$ cat config.mk
export PLATFORM = sky130hd
export DESIGN_NAME = combo_lock_param
export DESIGN_NICKNAME = d
export VERILOG_FILES = /design/src/rtl/combo_lock_param.sv
export SDC_FILE = /design/constraint.sdc
export NUM_CORES = 1
export LEC_CHECK = 0
export ABC_AREA = 1
export CAP_MARGIN = 20
export CORE_MARGIN = 2
export CORE_UTILIZATION = 57
export DETAILED_ROUTE_END_ITERATION = 7
export PLACE_DENSITY = 0.87
export REMOVE_ABC_BUFFERS = 1
export SLEW_MARGIN = 20
export SYNTH_ARGS = -nofsm -noshare
export SYNTH_HDL_FRONTEND = slang
export SYNTH_SLANG_ARGS = --single-unit
export TNS_END_PERCENT = 50
$ cat constraint.sdc
create_clock -name clk -period 2.4 [get_ports clk]
set_input_delay 0.48 -clock clk [delete_from_list [all_inputs] [get_ports clk]]
set_output_delay 0.48 -clock clk [all_outputs]
set_load 0.05 [all_outputs]
$ cat src/rtl/combo_lock_param.sv
// Keypad combination-lock core: debounced key capture, entry buffer,
// passcode store/check, failed-attempt counting and timed lockout.
module combo_lock_param #(
  parameter int DIGITS = 6,
  parameter int DEBOUNCE_CYCLES = 12_500_000,
  parameter int MAX_FAILS = 3,
  parameter int LOCKOUT_CYCLES = 250_000_000,
  parameter logic [4*DIGITS-1:0] RESET_CODE = 24'h123456
) (
  input  logic                         clk,
  input  logic                         rst,
  input  logic [3:0]                   key_code_sync,
  input  logic                         key_validn_sync,
  output logic [4*DIGITS-1:0]          entry,
  output logic [$clog2(DIGITS+1)-1:0]  digit_count,
  output logic                         locked,
  output logic                         lockout,
  output logic [3:0]                   fail_count,
  output logic                         key_pressed,
  output logic                         debounce_active,
  output logic                         unlock_pulse,
  output logic                         bad_pulse
);

  localparam int CW = $clog2(DIGITS+1);
  localparam int DW = (DEBOUNCE_CYCLES > 1) ?
                      $clog2(DEBOUNCE_CYCLES) : 1;
  localparam int TW = (LOCKOUT_CYCLES > 1) ?
                      $clog2(LOCKOUT_CYCLES+1) : 1;

  typedef enum logic [1:0] {
    S_OPEN,
    S_LOCKED,
    S_LOCKOUT
  } state_t;

  state_t               state;
  logic [4*DIGITS-1:0]  passcode;
  logic [3:0]           key_q;
  logic [DW-1:0]        deb_cnt;
  logic [TW-1:0]        timer;
  logic                 validn_prev;
  logic                 accept;
  logic                 full;

  assign accept  = validn_prev & ~key_validn_sync & ~debounce_active;
  assign full    = (digit_count == CW'(DIGITS));
  assign locked  = (state != S_OPEN);
  assign lockout = (state == S_LOCKOUT);

  always_ff @(posedge clk) begin
    if (rst) begin
      state           <= S_OPEN;
      entry           <= '1;
      digit_count     <= '0;
      passcode        <= RESET_CODE;
      fail_count      <= '0;
      key_pressed     <= 1'b0;
      key_q           <= '0;
      debounce_active <= 1'b0;
      deb_cnt         <= '0;
      timer           <= '0;
      validn_prev     <= 1'b1;
      unlock_pulse    <= 1'b0;
      bad_pulse       <= 1'b0;
    end else begin
      validn_prev  <= key_validn_sync;
      key_pressed  <= accept;
      unlock_pulse <= 1'b0;
      bad_pulse    <= 1'b0;

      if (accept) begin
        key_q           <= key_code_sync;
        debounce_active <= 1'b1;
        deb_cnt         <= '0;
      end else if (debounce_active) begin
        if (deb_cnt == DW'(DEBOUNCE_CYCLES-1))
          debounce_active <= 1'b0;
        else
          deb_cnt <= deb_cnt + 1'b1;
      end

      // Keys captured last cycle act now; lockout only runs its timer.
      if (state == S_LOCKOUT) begin
        if (timer == TW'(1)) begin
          state      <= S_LOCKED;
          fail_count <= '0;
          timer      <= '0;
        end else begin
          timer <= timer - 1'b1;
        end
      end else if (key_pressed) begin
        unique case (1'b1)
          (key_q <= 4'hC): begin
            if (!full) begin
              for (int i = 0; i < DIGITS; i++)
                if (i == int'(digit_count))
                  entry[4*(DIGITS-1-i) +: 4] <= key_q;
              digit_count <= digit_count + 1'b1;
            end
          end
          (key_q == 4'hD): begin
            if (digit_count != '0) begin
              for (int i = 0; i < DIGITS; i++)
                if (i == int'(digit_count) - 1)
                  entry[4*(DIGITS-1-i) +: 4] <= 4'hF;
              digit_count <= digit_count - 1'b1;
            end
          end
          (key_q == 4'hF): begin
            entry       <= '1;
            digit_count <= '0;
          end
          (key_q == 4'hE): begin
            if (full) begin
              entry       <= '1;
              digit_count <= '0;
              if (state == S_OPEN) begin
                passcode   <= entry;
                state      <= S_LOCKED;
                fail_count <= '0;
              end else if (entry == passcode) begin
                state        <= S_OPEN;
                fail_count   <= '0;
                unlock_pulse <= 1'b1;
              end else begin
                bad_pulse <= 1'b1;
                if (fail_count + 4'd1 == 4'(MAX_FAILS)) begin
                  state      <= S_LOCKOUT;
                  fail_count <= 4'(MAX_FAILS);
                  timer      <= TW'(LOCKOUT_CYCLES);
                end else begin
                  fail_count <= fail_count + 4'd1;
                end
              end
            end
          end
        endcase
      end
    end
  end

endmodule

# After elaboration in Yosys (flattened, before gate mapping)
# Index checks and enable logic that the tools add are counted.
# word_totals
ff_bits	118
in_bits	7
elab_cells	144
# classes
add_sub_neg	6
n_bitwise	9
magnitude_cmp	1
muxes	49
eq_ne	37
n_reduce_logical	24
# op_table
cell	count
28-bit two-way mux	8
24-bit one-hot mux with 4 select lines	1
4-bit two-way mux	20
24-bit two-way mux	3
7-bit AND reduction	6
32-bit zero test	1
28-bit by 1-bit == test with 1-bit output (second input constant)	1
2-bit by 1-bit != test with 1-bit output (second input constant)	14
28-bit by 1-bit subtractor with 28-bit output (second input constant)	1
24-bit by 1-bit adder with 24-bit output (second input constant)	1
24-bit == test	1
24-bit == test (second input constant)	1
2-bit two-way mux	8
5-bit AND reduction	3
3-bit == test (first input constant)	4
4-bit == test (second input constant)	3
3-bit one-hot mux with 4 select lines	1
2-bit nonzero test	5
3-bit two-way mux	3
3-bit by 4-bit == test with 1-bit output (first input constant)	2
4-bit == test (first input constant)	2
2-bit != test (second input constant)	4
1-bit inverter	7
6-bit AND reduction	1
20 further kinds	25

# Logic depth before layout (Yosys ltp)
# Gate-level depths: netlist (run 1).
# depth
depth_word	9
ltp_mapped	12
ltp_nobuf	11

# Least setup slack after synthesis (run 1)
# No wires, ideal clock.
# synth_timing
path_kind	flip-flop to flip-flop
from	reg fail_count[1]
to	reg timer[10]
path_stages_with_launch	10
arrival_time_ps	1931
path_slack_ps	336
synth_period_minus_slack_ps	2064
path_cell_list	dfxtp_1 ha_1 xnor2_1 nand2_1 or2_2 nor2_1 nand2_1 buf_2 nand3_1 a21oi_1
# synth_via
elab_chain_cells	4
# synth_rtl
item	line_no	text
start, declared	18	output logic [3:0] fail_count,
start signal, assigned	130	fail_count <= 4'(MAX_FAILS);
start signal, assigned	133	fail_count <= fail_count + 4'd1;
4-bit by 1-bit adder with 4-bit output	128	if (fail_count + 4'd1 == 4'(MAX_FAILS)) begin
4-bit by 2-bit == test with 1-bit output	128	
2-bit nonzero test (no line)	n/a	
6-bit AND reduction (no line)	n/a	
end signal, assigned	90	timer <= timer - 1'b1;
end signal, assigned	131	timer <= TW'(LOCKOUT_CYCLES);
end, declared	41	logic [TW-1:0] timer;
# Every way passes these cells.
# A chain may end at the register's enable or synchronous reset.

# Worst setup path in the final report (run 1)
# layout_timing
from	reg digit_count[2]
to	out digit_count[2]
# layout_lines
item	line_no	text
start, declared	15	output logic [$clog2(DIGITS+1)-1:0] digit_count,
start signal, assigned	99	digit_count <= digit_count + 1'b1;
start signal, assigned	107	digit_count <= digit_count - 1'b1;
# No word-level cell between the ends.

==> results of run 1 <==
==> flip-flops by register name (all words and copies together), names as in the netlist <==
| register | flops |
|---|---|
| validn_prev | 1 |
| unlock_pulse | 1 |
| digit_count | 3 |
| entry | 24 |
| bad_pulse | 1 |
| fail_count | 4 |
| passcode | 24 |
| key_q | 4 |
| debounce_active | 1 |
| key_pressed | 1 |
| deb_cnt | 24 |
| state | 2 |
| timer | 28 |
==> report_power, final <==
group	total (uW)	switching, uW	internal (uW)
clock network	3000	946	2060
registers	2010	25.1	1980
logic	247	172	75.1
total	5260	1140	4110
==> layout make-up <==
type | instances | area, um^2
Clock buffer | 17 | 425
Clock inverter | 15 | 274
Fill cell | 870 | 3190
Inverter | 110 | 413
Multi-Input combinational cell | 751 | 3490
Sequential cell | 118 | 2360
Tap cell | 140 | 175
Timing Repair Buffer | 62 | 598
==> synth_stat cells, drive strengths merged <==
| master | instances |
|---|---|
| a22o | 2 |
| clkinv | 1 |
| a21boi | 1 |
| o21bai | 2 |
| o21ai | 37 |
| buf | 19 |
| o21a | 1 |
| nand4 | 19 |
| ha | 5 |
| clkbuf | 13 |
| xnor2 | 9 |
| nor2 | 135 |
| dfxtp | 118 |
| xor2 | 14 |
| a21oi | 62 |
| nand3b | 6 |
| fa | 1 |
| or2 | 5 |
| inv | 109 |
| nor3 | 23 |
| nor3b | 1 |
| nor4 | 2 |
| o211ai | 4 |
| nand3 | 105 |
| a31o | 2 |
| a21o | 3 |
| nand2 | 312 |
==> logic make-up after synthesis <==
family	Yosys count	synth area share
AOI/OAI and AO/OA	114	0.0955
xor gates and xnor gates	23	0.0314
adders and majority gates	6	0.0129
buffers and inverters	142	0.0883
DFF	118	0.368
and+or+nand+nor	608	0.404
==> routing by layer <==
layer,global-route usage,share of wire,vias to the layer above
met5,0,0,-
met4,0.110,0.021,0
met3,0.0611,0.070,39
met2,0.470,0.48,257
met1,0.349,0.43,2971
li1,-,-,3338
==> how the worst max path moves through the flow <==
stage | endpoint | from | slack (ns) | depth (start not counted)
after global routing | digit_count[0] | digit_count[0] | 0.07 | 1
final | digit_count[2] | digit_count[2] | 0.10 | 1
after detailed placement | deb_cnt[7] | deb_cnt[0] | 0.40 | 10
after CTS | locked | state[0] | 0.004 | 3
after global placement | deb_cnt[22] | deb_cnt[0] | 0.40 | 10
after floorplan | passcode[12] | digit_count[1] | -0.53 | 7
==> timing repair <==
action,CTS,global route
setup buffers,0,0
resized for setup,0,1
setup endpoints to repair,0,1
==> metrics by stage <==
| step | area, um^2 | TNS, ns |
|---|---|---|
| floorplan | 6270 | -10.63 |
| global placement | 7040 | 0 |
| detailed placement | 7040 | 0 |
| CTS | 7740 | 0 |
| global route | 7740 | 0 |
| finish | 7740 | 0 |
==> worst min-delay path: stages, from the launching register on <==
cell	delay, ns
dfxtp_1	0.32
nand2_1	0.06
nand3_1	0.05
==> run_results.csv, run 1 <==
group,metric,value,unit
outcome,outcome,"finished clean",
worst_setup_path,cp_data_arrival_time,1.82,ns
finish,layout-area-overhead-vs-synth,20.6,%
floorplan,floorplan.die.height,110,um
logic_synthesis,synth.ff_latch_count,118,
worst_hold_path,hold_path.startpoint,"passcode[20]",
worst_hold_path,worstHoldPathCells,2,
pwr,power-per-cell-area,679,nW/um^2
clock_network,cts.hold.buffers_added,0,
logic_synthesis,synth.distinct_cells,36,
grt,antenna_found_initial,0,
grt,global_route_wire_length_before_repair,27.0,mm
timing,rsz0062_at_grt,"false",
finish,final_layout_size_suffix_gt1_frac,0.0727,
worst_setup_path,rr_startpoint,"state[0]",
floorplan,floorplan.rows,38,
pwr,p_leak,0.00360,uW
timing,timing_worst_slew_pin_value,0.883,ns
placement,dp_hpwl,10.8,mm
pwr,worst_ir_drop_on_vdd,0.571,mV
timing,finalHoldViolations,0,
logic_synthesis,ys_seq_area_frac,0.368,
floorplan,initial_core_util,0.587,
logic_synthesis,yosys.area.top_type,"dfxtp_1",
timing,slew_headroom,0.409,
timing,worst_hold_slack,0.486,ns
detailed_routing,vias,6605,
worst_setup_path,timing.critical_path.slowest_cell_delay,0.87,ns
clock_network,clock_tree_from_tritoncts,"built",
worst_setup_path,worstPathCellList,"clkdlybuf4s50_1",
run,max_cap_viol_count,0,
clock_network,max-clock-path-buffers,2,
timing,setup_ws,0.101,ns
grt,grt_util_all_layers,0.280,
placement,post-place-cells,1181,
clock_network,num_cts_buffers,17,
timing,period_share,0.958,
floorplan,io_pins,44,
worst_setup_path,r2r.worst_path.cells,8,
finish,design.final.nets,1073,
detailed_routing,routedWlPerCell,13.6,um
detailed_routing,ant_nets,0,
logic_synthesis,synth_warnings,0,
floorplan,floorplan_die_width,110,um
logic_synthesis,netlist_top_cells_area,"dfxtp_1, nand2_1, nand3_1",
finish,mostFrequentLayoutCell,"nand2_1",
worst_setup_path,crit_path_launch_type,"register",
grt,via_count_of_the_first_global_routing_pass,5913,
worst_hold_path,min_to,"passcode[20]",
finish,layout.cells.most_common_list,"nand2_1, nor2_1, dfxtp_1",
timing,report.final.slew_viol_count,0,
logic_synthesis,postSynthCellCount,1011,
grt,largest_net_degree_at_the_start_of_global_routing,62,
timing,fmaxAchievable,435,MHz
worst_setup_path,endpoint_kind,"primary output",
floorplan,floorplan.die_area,12100,um^2
worst_setup_path,crit_family,"buffers and inverters",
grt,gr-total-overflow,0,
pwr,report.power.total,5260,uW
worst_setup_path,timing.critical_path.buf_inv,1,
finish,non_filler_instances,1213,
logic_synthesis,post_synth.cell_area_avg,6.35,um^2
logic_synthesis,yosys.area.top_type_share,0.368,
logic_synthesis,synth.cell_area,6420,um^2
worst_setup_path,worst_reg2reg_endpoint,"entry[19]",
timing,final.setup_skew,0.00837,ns
timing,finalSetupViolations,0,
detailed_routing,drt_pre_antenna_iters,5,
worst_setup_path,timing.reg2reg.setup_slack,0.30,ns
floorplan,placeableCoreArea,10900,um^2
placement,portBuffers,43,
clock_network,cts_root_buf,"clkbuf_16",
clock_network,htree_num_levels,4,
detailed_routing,detail_route.vias_per_cell,5.45,
clock_network,clk_pin_slew,0.06,ns
worst_setup_path,crit_fanout,9,
worst_setup_path,cp.required,1.92,ns
clock_network,later_pin_clock_latency_in_the_skew_report,0.42,ns
finish,antenna_diode_count,0,
detailed_routing,routed_wl,16.5,mm
finish,final_core_utilization,0.708,
worst_setup_path,timing.setup.critical_path_class,"reg2out",
worst_hold_path,min_path_type,"reg2reg",
clock_network,cts.sinks,118,
worst_setup_path,critical-path-slowest-cell,"clkdlybuf4s50_1",
placement,gp_congestion,0.932,
detailed_routing,first_iter_violations,583,
placement,pre_cts_ws,0.405,ns
detailed_routing,drcViolationCount,0,
timing,period_needed,2.30,ns
(Power assumes the default switching activity.)
==> run 2: changes to the inputs <==
- ABC_AREA: 1 -> default
==> run_results.csv, run 2 <==
group,metric,value,unit
outcome,outcome,"finished clean",
timing,finalHoldViolations,0,
placement,portBuffers,43,
logic_synthesis,synth_warnings,0,
run,max_cap_viol_count,0,
finish,largest_register_ff_count,28,
detailed_routing,first_iter_violations,428,
floorplan,floorplan.die_area,10800,um^2
logic_synthesis,synth.cell_area,5700,um^2
finish,layout.area.seq,2360,um^2
finish,layout-area-overhead-vs-synth,27.4,%
logic_synthesis,postSynthCellCount,669,
placement,gp_congestion,0.953,
timing,final.setup_skew,0.0114,ns
worst_setup_path,timing.setup.critical_path_class,"reg2reg",
timing,period_needed,2.38,ns
logic_synthesis,netlist_top_cells_area,"dfxtp_1, xnor2_1, nand2_1",
finish,design.final.nets,765,
logic_synthesis,synth.ff_latch_count,118,
logic_synthesis,ys_dominant_reg_cell,"dfxtp_1",
timing,report.final.slew_viol_count,0,
clock_network,clk_pin_slew,0.06,ns
clock_network,cts.sinks,118,
logic_synthesis,ys_seq_area_frac,0.415,
logic_synthesis,synth_enable_flop_cells,0,
finish,mostFrequentLayoutCell,"dfxtp_1",
worst_setup_path,crit_fanout,6,
grt,largest_net_degree_at_the_start_of_global_routing,84,
worst_setup_path,endpoint_kind,"register",
clock_network,num_cts_buffers,17,
grt,gr-total-overflow,0,
detailed_routing,drcViolationCount,0,
finish,fillCellCount,661,
detailed_routing,drt_pre_antenna_iters,5,
pwr,worst_ir_drop_on_vdd,0.386,mV
floorplan,floorplan.die.height,104,um
floorplan,placeableCoreArea,9730,um^2
worst_setup_path,cp.required,2.85,ns
clock_network,clock_tree_from_tritoncts,"built",
floorplan,floorplan_die_width,104,um
timing,slew_headroom,0.391,
grt,antenna_found_initial,0,
timing,rsz0062_at_grt,"true",
finish,antenna_diode_count,0,
timing,fin_tns_setup,0,ns
pwr,power-per-cell-area,629,nW/um^2
clock_network,cts_root_buf,"clkbuf_8",
worst_setup_path,crit_path_launch_type,"register",
logic_synthesis,postSynth.asyncResetShare,0,
timing,period_share,0.993,
finish,layout.cells.most_common_list,"dfxtp_1, nand2_1, nor2_1",
logic_synthesis,synth.distinct_cells,61,
grt,grt_util_all_layers,0.281,
floorplan,io_pins,44,
pwr,report.power.total,4570,uW
worst_hold_path,min_path_type,"reg2reg",
floorplan,floorplan.rows,36,
placement,dp_hpwl,10.1,mm
detailed_routing,ant_nets,0,
logic_synthesis,post_synth_most_frequent_cells,"dfxtp_1, nand2_1, nor2_1",
clock_network,max-clock-path-buffers,2,
detailed_routing,vias,5526,
worst_setup_path,cp_data_arrival_time,2.83,ns
finish,registers.top_by_ff_count,"timer",
detailed_routing,detail_route.vias_per_cell,6.15,
grt,via_count_of_the_first_global_routing_pass,5186,
clock_network,later_pin_clock_latency_in_the_skew_report,0.52,ns
clock_network,htree_num_levels,4,
logic_synthesis,most_common_cell_in_the_netlist,"dfxtp_1",
logic_synthesis,yosys.area.top_type,"dfxtp_1",
timing,finalSetupViolations,0,
detailed_routing,routedWlPerCell,17.4,um
timing,fmaxAchievable,419,MHz
grt,global_route_wire_length_before_repair,24.8,mm
logic_synthesis,yosys.area.top_type_share,0.415,
logic_synthesis,post_synth.cell_area_avg,8.51,um^2
finish,final_layout_size_suffix_gt1_frac,0.169,
timing,timing_worst_slew_pin_value,0.913,ns
pwr,p_leak,0.00288,uW
floorplan,initial_core_util,0.585,
detailed_routing,routed_wl,15.6,mm
finish,multiInputGateArea,3280,um^2
[run 2: changes by cell type after synthesis, moves of 10 or more]
cell	change
a211o_1	+18
a21oi_1	-24
buf_2	-11
clkbuf_1	+20
inv_1	-99
nand2_1	-222
nand3_1	-88
nor2_1	-61
nor2b_1	+10
nor4_1	+17
o21ai_0	-25
or3_1	+11
xnor2_1	+29
[run 2: cells by family after synthesis]
kind of cell,Yosys count,synth area share
flops,118,0.415
fa+ha+maj,6,0.0145
mux,12,0.0217
simple gates,313,0.286
xor+xnor,58,0.0892
buf+inv,44,0.0305
compound gates,118,0.144
[run 2: timing repair]
action | 4_1_cts | 5_1_grt
gates resized for setup | 5 | 27
hold buffers | 0 | 0
cloned | 0 | 1
setup buffers | 1 | 2
pin swaps | 2 | 8
setup endpoints to repair | 22 | 34
[run 2: layout make-up]
class | instances | area share
multi-input cells | 507 | 0.452
well taps | 133 | 0.0229
repair buffers | 100 | 0.120
inverters | 8 | 0.00414
clock buffers | 18 | 0.0590
flip-flops and latches | 118 | 0.326
clock inverters | 14 | 0.0162
[run 2: critical path, stage by stage (launching register included)]
cell      delay (ns)
dfxtp_2         0.32
or4_4           0.54
or4_4           0.57
or4_4           0.47
o21ai_4         0.12
nand4b_1        0.15
a21oi_2         0.14
[run 2: where the power goes]
group,total [uW],switching (uW),leakage [uW],internal (uW)
Sequential,2000,25.6,0.000954,1980
Clock,2300,983,0.000256,1320
Combinational,263,161,0.00167,102
Total,4570,1170,0.00288,3400
[run 2: path summary, 6_finish.rpt]
kind               start       endpoint  slack, ns  cells after the start
min reg2reg  passcode[0]    passcode[0]       0.47                      2
max            timer[14]  fail_count[1]       0.02                      6
max reg2reg    timer[14]  fail_count[1]       0.02                      6
min          passcode[0]    passcode[0]       0.47                      2
[run 2: through the flow]
| step | instances | setup slack, ns | hold slack (ns) | util | instance area, um^2 |
|---|---|---|---|---|---|
| detailed placement | 862 | -0.105 | 0.463 | 0.673 | 6550 |
| CTS | 895 | -0.00108 | 0.461 | 0.731 | 7120 |
| floorplan | 633 | -0.557 | 0.443 | - | 5550 |
| global placement | 862 | -0.0498 | 0.454 | 0.673 | 6550 |
| finish | 898 | 0.0159 | 0.468 | 0.746 | 7260 |
| global route | 898 | -0.0695 | 0.483 | 0.746 | 7260 |
[run 2: layer usage]
| metal | routed length [um] | global-route usage | up-vias | share of wire |
|---|---|---|---|---|
| li1 | - | - | 2574 | - |
| met1 | 6400 | 0.353 | 2657 | 0.41 |
| met2 | 7750 | 0.481 | 249 | 0.50 |
| met3 | 1100 | 0.0539 | 46 | 0.070 |
| met4 | 371 | 0.101 | 0 | 0.024 |
| met5 | 0 | 0 | - | 0 |
==> run 3: changes to the inputs <==
- SLEW_MARGIN: 20 -> 15
==> results of run 3 <==
The final DEF is identical to that of run 2; final timing and power are the same.
